==> src/rtl/regfile_write_arbiter_pkg.sv <==
// rtl/regfile_write_arbiter_pkg.sv - shared constants for the regfile write-port arbiter
package regfile_write_arbiter_pkg;

  localparam int ARF_ADDR_WIDTH = 5;
  localparam int ARF_DATA_WIDTH = 32;
  localparam int GRANT_ID_W     = 3;

  localparam int REQ_CPU = 0;

  // Registers the regfile reserves for peripheral writers
  localparam int PERIPH_REG_FIRST = 24;
  localparam int PERIPH_REG_LAST  = 29;

endpackage

==> src/rtl/regfile_write_arbiter_rr_priority_pick.sv <==
// rtl/regfile_write_arbiter_rr_priority_pick.sv - rotate-and-priority-encode over peripheral requesters
module rr_priority_pick
  import regfile_write_arbiter_pkg::*;
#(
  parameter int N = 3
) (
  input  logic [N-1:0]            valid,
  input  logic [GRANT_ID_W-1:0]   ptr,
  output logic [N-1:0]            onehot,
  output logic                    found
);

  // Bit j of valid/onehot is requester j+1; ptr is a requester index in 1..N
  always_comb begin
    int start;
    int idx;
    onehot = '0;
    found  = 1'b0;
    start  = int'(ptr) - 1;
    idx    = 0;
    for (int i = 0; i < N; i++) begin
      idx = (start + i) % N;
      if (!found && valid[idx]) begin
        onehot[idx] = 1'b1;
        found       = 1'b1;
      end
    end
  end

endmodule

==> src/rtl/regfile_write_arbiter.sv <==
// rtl/regfile_write_arbiter.sv - shares the regfile write port: CPU priority, peripherals round-robin with anti-starvation
module regfile_write_arbiter
  import regfile_write_arbiter_pkg::*;
#(
  parameter int NUM_REQ      = 4,
  parameter int ADDR_WIDTH   = ARF_ADDR_WIDTH,
  parameter int DATA_WIDTH   = ARF_DATA_WIDTH,
  parameter int STARVE_LIMIT = 8
) (
  input  logic                          clock,
  input  logic                          ctrl_reset,
  input  logic [NUM_REQ-1:0]            req_valid,
  input  logic [NUM_REQ*ADDR_WIDTH-1:0] req_reg,
  input  logic [NUM_REQ*DATA_WIDTH-1:0] req_data,
  output logic [NUM_REQ-1:0]            req_ready,
  output logic                          ctrl_writeEnable,
  output logic [ADDR_WIDTH-1:0]         ctrl_writeReg,
  output logic [DATA_WIDTH-1:0]         data_writeReg,
  output logic [GRANT_ID_W-1:0]         grant_id,
  output logic                          starve_active
);

  localparam int NP = NUM_REQ - 1;
  localparam int CW = $clog2(STARVE_LIMIT + 1);

  logic [NP-1:0]          periph_valid;
  logic [NP-1:0]          pick_onehot;
  logic                   pick_found;
  logic                   any_periph;
  logic                   starve_hit;
  logic [NUM_REQ-1:0]     grant;
  logic                   periph_win;
  logic                   any_grant;
  logic [GRANT_ID_W-1:0]  sel_idx;
  logic [ADDR_WIDTH-1:0]  sel_reg;
  logic [DATA_WIDTH-1:0]  sel_data;

  logic [GRANT_ID_W-1:0]  rr_ptr_q, rr_ptr_d;
  logic [CW-1:0]          starve_cnt_q, starve_cnt_d;
  logic                   we_q, we_d;
  logic [ADDR_WIDTH-1:0]  wreg_q, wreg_d;
  logic [DATA_WIDTH-1:0]  wdata_q, wdata_d;
  logic [GRANT_ID_W-1:0]  grant_id_q, grant_id_d;
  logic                   starve_active_q, starve_active_d;

  assign periph_valid = req_valid[NUM_REQ-1:1];
  assign any_periph   = |periph_valid;
  assign starve_hit   = (starve_cnt_q == CW'(STARVE_LIMIT)) && any_periph;

  rr_priority_pick #(.N(NP)) u_pick (
    .valid  (periph_valid),
    .ptr    (rr_ptr_q),
    .onehot (pick_onehot),
    .found  (pick_found)
  );

  always_comb begin
    grant      = '0;
    periph_win = 1'b0;
    if (!ctrl_reset) begin
      if (starve_hit) begin
        grant[NUM_REQ-1:1] = pick_onehot;
        periph_win         = 1'b1;
      end else if (req_valid[REQ_CPU]) begin
        grant[REQ_CPU] = 1'b1;
      end else if (pick_found) begin
        grant[NUM_REQ-1:1] = pick_onehot;
        periph_win         = 1'b1;
      end
    end
  end

  assign req_ready = grant;
  assign any_grant = |grant;

  always_comb begin
    sel_idx  = '0;
    sel_reg  = '0;
    sel_data = '0;
    for (int i = 0; i < NUM_REQ; i++) begin
      if (grant[i]) begin
        sel_idx  = GRANT_ID_W'(i);
        sel_reg  = req_reg[i*ADDR_WIDTH +: ADDR_WIDTH];
        sel_data = req_data[i*DATA_WIDTH +: DATA_WIDTH];
      end
    end
  end

  always_comb begin
    rr_ptr_d        = rr_ptr_q;
    starve_cnt_d    = starve_cnt_q;
    we_d            = any_grant && (sel_reg != '0);
    wreg_d          = wreg_q;
    wdata_d         = wdata_q;
    grant_id_d      = grant_id_q;
    starve_active_d = starve_hit;

    if (periph_win) begin
      rr_ptr_d = (sel_idx == GRANT_ID_W'(NUM_REQ - 1)) ? GRANT_ID_W'(1) : sel_idx + GRANT_ID_W'(1);
    end

    // The counter only tracks CPU wins that actually blocked a waiting peripheral
    if (periph_win || !any_periph) begin
      starve_cnt_d = '0;
    end else if (grant[REQ_CPU] && (starve_cnt_q != CW'(STARVE_LIMIT))) begin
      starve_cnt_d = starve_cnt_q + CW'(1);
    end

    if (any_grant) begin
      wreg_d     = sel_reg;
      wdata_d    = sel_data;
      grant_id_d = sel_idx;
    end
  end

  always_ff @(posedge clock) begin
    if (ctrl_reset) begin
      rr_ptr_q        <= GRANT_ID_W'(1);
      starve_cnt_q    <= '0;
      we_q            <= 1'b0;
      wreg_q          <= '0;
      wdata_q         <= '0;
      grant_id_q      <= '0;
      starve_active_q <= 1'b0;
    end else begin
      rr_ptr_q        <= rr_ptr_d;
      starve_cnt_q    <= starve_cnt_d;
      we_q            <= we_d;
      wreg_q          <= wreg_d;
      wdata_q         <= wdata_d;
      grant_id_q      <= grant_id_d;
      starve_active_q <= starve_active_d;
    end
  end

  assign ctrl_writeEnable = we_q;
  assign ctrl_writeReg    = wreg_q;
  assign data_writeReg    = wdata_q;
  assign grant_id         = grant_id_q;
  assign starve_active    = starve_active_q;

endmodule

==> config.mk <==
export PLATFORM = sky130hd
export DESIGN_NAME = regfile_write_arbiter
export DESIGN_NICKNAME = d
export VERILOG_FILES = /design/src/rtl/regfile_write_arbiter_pkg.sv /design/src/rtl/regfile_write_arbiter_rr_priority_pick.sv /design/src/rtl/regfile_write_arbiter.sv
export SDC_FILE = /design/constraint.sdc
export NUM_CORES = 1
export LEC_CHECK = 0
export ABC_AREA = 1
export BUFFER_PORTS_ARGS = -buffer_cell sky130_fd_sc_hd__clkbuf_2
export CORE_UTILIZATION = 40
export DETAILED_ROUTE_END_ITERATION = 12
export PLACE_DENSITY = 0.68
export REMOVE_ABC_BUFFERS = 1
export SKIP_LAST_GASP = 1
export SLEW_MARGIN = 20
export SYNTH_ARGS = -nofsm -noshare
export SYNTH_HDL_FRONTEND = slang
export SYNTH_HIERARCHICAL = 1
export SYNTH_SLANG_ARGS = --single-unit
==> constraint.sdc <==
create_clock -name clock -period 7.8 [get_ports clock]
set_clock_uncertainty 0.05 [all_clocks]
set_input_delay 0.78 -clock clock [delete_from_list [all_inputs] [get_ports clock]]
set_output_delay 0.78 -clock clock [all_outputs]
set_load 0.05 [all_outputs]
; ---- Word level (Yosys, flattened, before mapping)
; Index checks and enable logic that the tools add are counted.
[op_classes]
addsub = 5
div = 3
magnitude_cmp = 6
eq_ne = 3
n_mux = 43
n_bitwise = 2
n_reduce_logical = 16
[ops]
columns = op, count
row1 = 32-bit 2-to-1 mux, 4
row2 = 32-bit by 1-bit >= comparator with 1-bit output (second input constant), 3
row3 = 32-bit by 4-bit less-than comparator with 1-bit output (second input constant), 3
row4 = 32-bit by 3-bit modulo with 32-bit output (second input constant), 3
row5 = 32-bit by 2-bit adder with 32-bit output (second input constant), 1
row6 = 32-bit by 3-bit adder with 32-bit output (second input constant), 1
row7 = 3-bit 2-to-1 mux, 9
row8 = 5-bit 2-to-1 mux, 4
row9 = 1-bit 2-to-1 mux, 19
row10 = 1-bit logical AND, 8
row11 = 1-bit binary-select mux with 2-bit select, 3
row12 = 1-bit demux with 2-bit select, 3
row13 = 3-bit OR, 2
row14 = 5-bit nonzero test, 1
row15 = 4-bit by 1-bit adder with 4-bit output (second input constant), 1
row16 = 4-bit equality test (second input constant), 1
row17 = 4-bit 2-to-1 mux, 1
row18 = 4-bit != test (second input constant), 1
row19 = 4-bit OR reduction, 1
row20 = 3-bit by 1-bit subtractor with 4-bit output (second input constant), 1
row21 = 3-bit by 1-bit adder with 3-bit output (second input constant), 1
row22 = 3-bit by 2-bit equality test with 1-bit output (second input constant), 1
row23 = 1-bit logical NOT, 3
row24 = 3-bit OR reduction, 1
row25 = other kinds (2), 2
[word_totals]
regBits = 49
in_bits = 154
elab_cells = 85

; ---- Logic depth before layout (Yosys ltp)
; Gate-level depths: netlist of the first run.
[logic_depth]
depth_word = 22
mapped_depth = 48
mapped_depth_nobuf = 45

; ---- Hierarchy
; Netlist of the first run, hierarchy kept.
[modules_own_cells]
columns = module, n_inst, cells_each, area_per_inst_um2, seq_area_each_um2
row1 = regfile_write_arbiter, 1, 447, 2930.3, 940.9
row2 = rr_priority_pick, 1, 392, 2095.8, 0.0

; ---- Worst setup path after synthesis of the first run
; No wires, ideal clock.
[synth_path]
path_type = reg-to-output
from = register rr_ptr_q[0]
to = output port req_ready[2]
t_arrival_ns = 5.279
required_time_ns = 6.970
setup_slack_ns = 1.691
stages_incl_launch_ff = 40
n_path_buf = 4
cell_sequence = dfxtp_1 -> buf_4 -> inv_6 -> buf_6 -> ha_1 -> inv_1 -> ha_1 -> inv_1 -> nand3_1 -> nand2_1 -> nand2_1 -> nand2_1 -> nand2_1 -> nor2_2 -> ha_1 -> inv_1 -> nand2_1 -> inv_2 -> (+4 left out) -> ha_1 -> nor2_8 -> nand2_4 -> nand2_1 -> nand2_2 -> ha_1 -> or2_2 -> nand2_1 -> nand2_1 -> nand2_2 -> nand3_1 -> nor2_1 -> nand3_1 -> nand3_1 -> clkbuf_1 -> inv_1 -> nor2_4 -> buf_4
[synth_via]
elab_chain_cells = 16
[synth_lines]
columns = item, line_no
row1 = start: declaration, regfile_write_arbiter.sv:38  ; logic [GRANT_ID_W-1:0] rr_ptr_q, rr_ptr_d;
row2 = start signal: assignment, regfile_write_arbiter.sv:126  ; rr_ptr_q <= rr_ptr_d;
row3 = 3-bit by 1-bit subtractor with 4-bit output (*), regfile_write_arbiter_rr_priority_pick.sv:19  ; start = int'(ptr) - 1;
row4 = "parallel branches: the longest is 10 deep, another holds 32-bit by 2-bit adder with 32-bit output", --
row5 = 3-bit 2-to-1 mux (*), regfile_write_arbiter_rr_priority_pick.sv:23  ; if (!found && valid[idx]) begin
row6 = net pick_onehot[1], regfile_write_arbiter.sv:27  ; logic [NP-1:0] pick_onehot;
row7 = 3-bit 2-to-1 mux, regfile_write_arbiter.sv:66  ; end else if (pick_found) begin
row8 = 3-bit 2-to-1 mux, regfile_write_arbiter.sv:64  ; end else if (req_valid[REQ_CPU]) begin
row9 = 3-bit 2-to-1 mux (*), regfile_write_arbiter.sv:61  ; if (starve_hit) begin
row10 = 4-bit 2-to-1 mux (*), regfile_write_arbiter.sv:60  ; if (!ctrl_reset) begin
row11 = end: declaration, regfile_write_arbiter.sv:15  ; output logic [NUM_REQ-1:0] req_ready,
; Mark *: on every way through the listed nets, which the timed path passes. The select of a mux whose other input is x is not followed.

; ---- Final worst setup path of the first run
[layout_path]
from = register rr_ptr_q[1]
to = output port req_ready[3]
; The elaborated chain is that of the path after synthesis.

==> impl_metrics.yaml, run 1 <==
run_status:
  status: "completed"
finish:
  layout-drive-gt1-share_pct: 27.9
  finalNetCount: 1197
  design_area_sq_um: 6230
  synthToLayoutAreaGrowth_pct: 24.0
  diodes: 0
job:
  drv_cap: 0
worst_hold_path:
  hold_class: "reg -> reg"
  hold_start: "ctrl_writeReg[3]"
worst_setup_path:
  cp_top_family: "simple AND/OR/NAND/NOR gates"
  crit_type: "reg -> out"
  cp_slowest_stage_delay_ns: 0.47
  startpoint: "rr_ptr_q[1]"
  path_buf_inv: 9
  endpoint_kind: "output pin"
  arrival_ns: 6.32
  crit_path_start_kind: "register"
  cpMostUsedCell: "nand2_1"
  r2r_start: "rr_ptr_q[1]"
  required_ns: 6.97
  crit_fanout: 24
  crit_slowest_cell: "dfxtp_1"
cts:
  ctsHoldBuffers: 0
  clockRootBuffer: "clkbuf_16"
  cts_tree: "built"
  cts_resized: 0
  clk_latency_ns: 0.29
  clock_tree.buffer_depth: 2
  cts.clk_slew.worst_paths_ns: 0.06
  cts_max_level: 2
  cts.sinks: 47
  cts_buffers: 5
  post_cts_buffers: 0
logic_synthesis:
  synth-xor-area-share_pct: 1.37
  synth-adder-area-share_pct: 5.48
  syn_area_sq_um: 5030
  synth_top_family_by_area: "simple AND/OR/NAND/NOR gates"
  ys_async_sr_fraction_pct: 0
  synthMuxAreaShare_pct: 0
  yosysWarnings: 6
  synth-edff-count: 0
  synth_compound_area_share_pct: 8.14
  synth_top_area_share_pct: 22.0
  ys_types: 44
  synth_seq_cells: 47
  synthTopCellsByCount: "nand2_1, nand3_1, inv_1, nor2_1, dfxtp_1"
  synth_simple_gate_area_share_pct: 55.2
  ys_top_cells_by_area: "nand2_1, dfxtp_1, nand3_1, ha_1, inv_1"
  yosysMostFrequentCell: "nand2_1"
  yosysTopAreaCell: "nand2_1"
  yosysSeqAreaShare_pct: 18.7
  netlist_instances: 839
  avgSynthCellArea_sq_um: 5.99
  ys.flop_type: "dfxtp_1"
floorplan:
  initial_core_util_pct: 41.5
  design.die.area_sq_um: 13000
  core_sq_um: 12100
  rows: 40
  ios: 200
  die_h_um: 114
  die_x_um: 114
placement:
  post_dp_cell_area_sq_um: 6060
  post-place-ws_ns: 1.04
  place_hpwl_mm: 11.5
  place_congestion: 0.841
  io_buffers: 198
timing:
  rsz0062_at_grt: "false"
  hold_viol: 0
  relSlewSlack_pct: 51.1
  maxSlewViolCount: 0
  fmax_mhz: 140
  timing.final.crit_share_pct: 91.7
  finalWorstSetupSlack_ns: 0.646
  setup_viol_count_final: 0
  fin_crit_ns: 7.15
  tns_ns: 0
  tightest_slew_ns: 0.732
global_routing:
  grt-ovfl-total: 0
  grtUsageTotal_pct: 22.4
  grt_pass1_wl_mm: 23.7
  antenna_found_initial: 0
  grt_pass1_vias: 5112
  grt_max_degree: 43
detailed_routing:
  totalWireLength_mm: 14.7
  dr.pass1.iters: 4
  drcViolationCount: 0
  drt-vias-per-instance: 4.79
  drt_iter0_drc: 283
  antenna_left: 0
  vias: 5699
  wl_per_cell_um: 12.3
## tightest hold or removal path, stage by stage, from the launching register on
cell     delay [ns]
dfxtp_1        0.31
nand2_1        0.06
nand2_1        0.04
## area by class of cell
type,instances,area (sq um)
flip-flops and latches,47,941
well taps,168,210
repair buffers,201,1010
clock inverters,2,35.0
clock buffers,6,139
multi-input cells,677,3550
fillers,1305,5880
inverters,89,343
## logic make-up (layout without fill, tap and decap cells)
group | count (synthesis) | in the layout
XOR/XNOR | 7 | 7
AND/OR/NAND/NOR | 581 | 581
buffers and inverters | 119 | 298
other | 2 | 6
adder cells (fa/ha/maj) | 22 | 22
flip-flops | 47 | 47
AO/OA/AOI/OAI | 61 | 61
## state kept, by name (all words and copies together) (netlist names)
register and flops:
ctrl_writeEnable 1, ctrl_writeReg 5, data_writeReg 32, grant_id 2, rr_ptr_q 2, starve_active 1, starve_cnt_q 4
## layer usage
layer | share of wire (%) | up-vias | track usage (%) | wire length (um)
met4 | 1.3 | 0 | 4.94 | 190
met3 | 4.8 | 15 | 3.76 | 702
met5 | 0 | - | 0 | 0
met1 | 47 | 2468 | 29.1 | 6830
met2 | 47 | 140 | 38.6 | 6950
li1 | - | 3076 | - | -
## metrics by stage
stage	utilization [%]	cells	hold WS, ns
after floorplan	-	813	0.421
after global placement	50.0	1182	0.381
after detailed placement	50.0	1182	0.384
after CTS	51.4	1190	0.399
after global routing	51.4	1190	0.426
final	51.4	1190	0.399
## worst paths after layout
kind / to / slack, ns / cells after the start
max: req_ready[3] / 0.65 / 37
min: ctrl_writeReg[3] / 0.40 / 2
max reg2reg: rr_ptr_q[1] / 1.43 / 38
min reg2reg: ctrl_writeReg[3] / 0.40 / 2
## cell usage in the layout, fill, tap and decap left out, drive strengths merged, types with 12 or more instances in the layout
| cell type | instances |
|---|---|
| ha | 22 |
| nand3 | 160 |
| nand4 | 19 |
| inv | 88 |
| or2 | 17 |
| dfxtp | 47 |
| o211ai | 22 |
| a21oi | 25 |
| o21ai | 12 |
| clkbuf | 204 |
| nor2 | 59 |
| nand2 | 319 |
Power of run 1 is not shown: default switching activity piles up to over one toggle a cycle in this logic, so the estimate is an artifact.
==> inputs of run 2 (changes only) <==
--- a/config.mk
+++ b/config.mk
@@ -8,6 +8,7 @@
 export ABC_AREA = 1
 export BUFFER_PORTS_ARGS = -buffer_cell sky130_fd_sc_hd__clkbuf_2
 export CORE_UTILIZATION = 40
+export CTS_CLUSTER_DIAMETER = 50
 export DETAILED_ROUTE_END_ITERATION = 12
 export PLACE_DENSITY = 0.68
 export REMOVE_ABC_BUFFERS = 1
==> constraint.sdc (replaced) <==
create_clock -name clock -period 7.8 [get_ports clock]
set_clock_uncertainty 0.05 [all_clocks]
set_input_delay 1.56 -clock clock [delete_from_list [all_inputs] [get_ports clock]]
set_output_delay 1.56 -clock clock [all_outputs]
set_load 0.05 [all_outputs]
==> impl_metrics.yaml, run 2 (synthesis gave the netlist of run 1 again) <==
timing:
  tightest_slew_ns: 0.695
  hold_viol: 0
  hold_ws_ns: 0.401
  fin_crit_ns: 7.27
  maxSlewViolCount: 0
  setup_viol_count_final: 0
  timing.final.crit_share_pct: 93.2
  fmax_mhz: 138
  tns_ns: 0
  relSlewSlack_pct: 53.5
detailed_routing:
  totalWireLength_mm: 14.8
  wl_per_cell_um: 12.3
  drt_iter0_drc: 309
  drcViolationCount: 0
  dr.pass1.iters: 4
  vias: 5821
  antenna_left: 0
  drt-vias-per-instance: 4.87
worst_setup_path:
  r2r_start: "rr_ptr_q[1]"
  r2r_setup_slack_ns: 1.70
  crit_fanout: 8
  crit_path_start_kind: "register"
  cp_slowest_stage_delay_ns: 0.41
  endpoint_kind: "output pin"
  crit_type: "reg -> out"
  cpMostUsedCell: "nand2_1"
  timing.rr.end: "rr_ptr_q[1]"
  arrival_ns: 5.66
  required_ns: 6.19
  crit_slowest_cell: "dfxtp_2"
  reg2reg_depth: 38
global_routing:
  grt_max_degree: 43
  grt-ovfl-total: 0
  grt_pass1_vias: 5285
  grtUsageTotal_pct: 22.8
  antenna_found_initial: 0
  grt_pass1_wl_mm: 24.3
cts:
  ctsHoldBuffers: 0
  cts.sinks: 47
  clk_latency_ns: 0.29
  cts_buffers: 5
  clockRootBuffer: "clkbuf_16"
  cts.clk_slew.worst_paths_ns: 0.06
  clock_tree.buffer_depth: 2
  cts_max_level: 2
  cts_tree: "built"
placement:
  place_hpwl_mm: 11.7
  post_dp_cell_area_sq_um: 6070
  place_congestion: 0.826
  io_buffers: 198
  dp.cells: 1184
floorplan:
  core_sq_um: 12100
  design.die.area_sq_um: 13000
  die_x_um: 114
  ios: 200
  die_h_um: 114
  initial_core_util_pct: 41.5
  rows: 40
finish:
  layout_common_cells: "nand2_1, clkbuf_2, nand3_1"
  layout_commonest_cell: "nand2_1"
  design_area_sq_um: 6280
  synthToLayoutAreaGrowth_pct: 24.9
  finalNetCount: 1203
  layout-drive-gt1-share_pct: 28.6
  diodes: 0
  fin_cells: 1196
  largest_reg_flops: 32
job:
  drv_cap: 0
worst_hold_path:
  hold_end: "ctrl_writeReg[3]"
  hold_start: "ctrl_writeReg[3]"
  hold_depth: 2
  hold_class: "reg -> reg"
run_status:
  status: "completed"
## run 2: cell types whose count changed in the layout (fill, tap and decap cells not counted), sizes merged
cell	change
clkinv	-1
buf	+6
clkbuf	+2
bufinv	-1
## run 2: worst max-delay path by stage
stage	startpoint	slack [ns]	cells past startpoint	end
after floorplan	rr_ptr_q[0]	0.66	35	req_ready[3]
after global placement	rr_ptr_q[1]	0.61	36	req_ready[2]
after detailed placement	rr_ptr_q[1]	0.43	36	req_ready[2]
after CTS	rr_ptr_q[1]	0.10	36	req_ready[2]
after global routing	rr_ptr_q[1]	-0.02	36	req_ready[2]
final	rr_ptr_q[1]	0.53	36	req_ready[2]
## run 2: final cells by class
type                            count  area, sq um
Inverter                           89          343
Sequential cell                    47          942
Tap cell                          168          210
Multi-Input combinational cell    677         3560
Clock buffer                        8          156
Fill cell                        1273         5830
Timing Repair Buffer              207         1060
## run 2: layer usage
metal | up-vias | wire [um] | track usage (%) | share of wire [%]
met5 | - | 0 | 0 | 0
met4 | 0 | 238 | 5.19 | 1.6
met3 | 18 | 671 | 3.34 | 4.5
met2 | 134 | 7110 | 40.0 | 48
met1 | 2574 | 6750 | 29.5 | 46
li1 | 3095 | - | - | -
## run 2: repair_timing
action / in CTS / in global routing
setup buffers: 0 / 4
gates resized for setup: 0 / 7
endpoints found under the setup margin: 0 / 3
## run 2: per-stage QoR
stage          setup slack, ns  utilization [%]
2_1_floorplan            0.659                -
3_3_place_gp             0.609             50.1
3_5_place_dp             0.431             50.1
4_1_cts                  0.101             51.4
5_1_grt                -0.0233             51.8
6_report                 0.529             51.8
## run 2: worst max-delay path: cells and delay by family, from the launching register on
kind	cells	cell delay [ns]
buffers and inverters	8	0.94
adder cells (fa/ha/maj)	5	1.35
flip-flops	1	0.41
AND/OR/NAND/NOR	23	2.65
Power of run 2 is left out for the same reason.
==> inputs of run 3 (changes only) <==
--- a/config.mk
+++ b/config.mk
@@ -7,10 +7,9 @@
 export LEC_CHECK = 0
 export ABC_AREA = 1
 export BUFFER_PORTS_ARGS = -buffer_cell sky130_fd_sc_hd__clkbuf_2
-export CORE_UTILIZATION = 40
+export CORE_UTILIZATION = 25
 export CTS_CLUSTER_DIAMETER = 50
 export DETAILED_ROUTE_END_ITERATION = 12
-export PLACE_DENSITY = 0.68
 export REMOVE_ABC_BUFFERS = 1
 export SKIP_LAST_GASP = 1
 export SLEW_MARGIN = 20
==> impl_metrics.yaml, run 3 (synthesis gave the netlist of run 1 again) <==
cts:
  cts_max_level: 2
  cts_buffers: 5
  post_cts_buffers: 0
  clk_latency_ns: 0.29
  clockRootBuffer: "clkbuf_16"
  clock_tree.buffer_depth: 2
  ctsHoldBuffers: 0
  cts_tree: "built"
  cts.sinks: 47
  cts.clk_slew.worst_paths_ns: 0.06
  cts_resized: 0
timing:
  tightest_slew_ns: 0.781
  fmax_mhz: 137
  tns_ns: 0
  timing.final.crit_share_pct: 93.7
  maxSlewViolCount: 0
  hold_viol: 0
  fin_crit_ns: 7.31
  setup_viol_count_final: 0
  hold_ws_ns: 0.404
  rsz0062_at_grt: "false"
  finalWorstSetupSlack_ns: 0.492
  relSlewSlack_pct: 47.7
global_routing:
  use_met2_pct: 25.5
  grt-ovfl-total: 0
  grt_pass1_vias: 5102
  grt_busiest_layer: "met2"
  use_met1_pct: 20.8
  grtUsageTotal_pct: 15.2
  grt_use_met3_pct: 2.10
  grt_max_degree: 43
  antenna_found_initial: 0
  grt_pass1_wl_mm: 25.2
finish:
  finalNetCount: 1200
  layout_common_cells: "nand2_1, clkbuf_2, nand3_1"
  layout_commonest_cell: "nand2_1"
  largest_reg_flops: 32
  synthToLayoutAreaGrowth_pct: 26.4
  design_area_sq_um: 6350
  diodes: 0
  layout-drive-gt1-share_pct: 28.2
worst_setup_path:
  required_ns: 6.19
  crit_slowest_cell: "ha_1"
  arrival_ns: 5.70
  crit_type: "reg -> out"
  crit_fanout: 7
  cpMostUsedCell: "nand2_1"
  endpoint_kind: "output pin"
  crit_path_start_kind: "register"
  cp_slowest_stage_delay_ns: 0.43
detailed_routing:
  antenna_left: 0
  vias: 5809
  drt-vias-per-instance: 4.51
  drcViolationCount: 0
  totalWireLength_mm: 16.4
  wl_per_cell_um: 12.7
  drt_iter0_drc: 310
  dr.pass1.iters: 5
placement:
  post-place-ws_ns: 0.618
  place_congestion: 0.824
  place_hpwl_mm: 13.1
  io_buffers: 198
  post_dp_cell_area_sq_um: 6200
floorplan:
  initial_core_util_pct: 25.7
  core_sq_um: 19600
  die_h_um: 144
  ios: 200
  design.die.area_sq_um: 20700
  die_x_um: 144
  rows: 51
job:
  drv_cap: 0
run_status:
  status: "completed"
worst_hold_path:
  hold_class: "reg -> reg"
run 3: final timing paths:
path | from | to | slack (ns) | cells past startpoint
min reg2reg | ctrl_writeReg[0] | ctrl_writeReg[0] | 0.40 | 2
max reg2reg | rr_ptr_q[1] | rr_ptr_q[1] | 1.46 | 38
max | rr_ptr_q[1] | req_ready[1] | 0.49 | 36
min | ctrl_writeReg[0] | ctrl_writeReg[0] | 0.40 | 2
run 3: critical path, delay by kind of cell (launching register included):
kind	cells	cell delay, ns
and+or+nand+nor	23	2.69
adders and majority gates	5	1.39
buffers and inverters	8	0.91
DFF	1	0.41
run 3: per-layer routing:
metal / vias to the layer above / share of wire (%)
met2: 116 / 48
met3: 9 / 3.4
met4: 0 / 0.73
li1: 3084 / -
met5: - / 0
met1: 2600 / 48
run 3: cell type report:
type / instances / area, sq um
multi-input cells: 677 / 3550
flip-flops and latches: 47 / 942
well taps: 265 / 332
clock inverters: 1 / 5.00
fillers: 2198 / 13200
repair buffers: 204 / 1040
clock buffers: 6 / 139
inverters: 89 / 343
run 3: per-stage QoR:
step,instances,utilization [%]
after floorplan,813,-
after global placement,1282,31.7
after detailed placement,1282,31.7
after CTS,1289,32.4
after global routing,1289,32.4
final,1289,32.4
Power of run 3 is left out for the same reason.
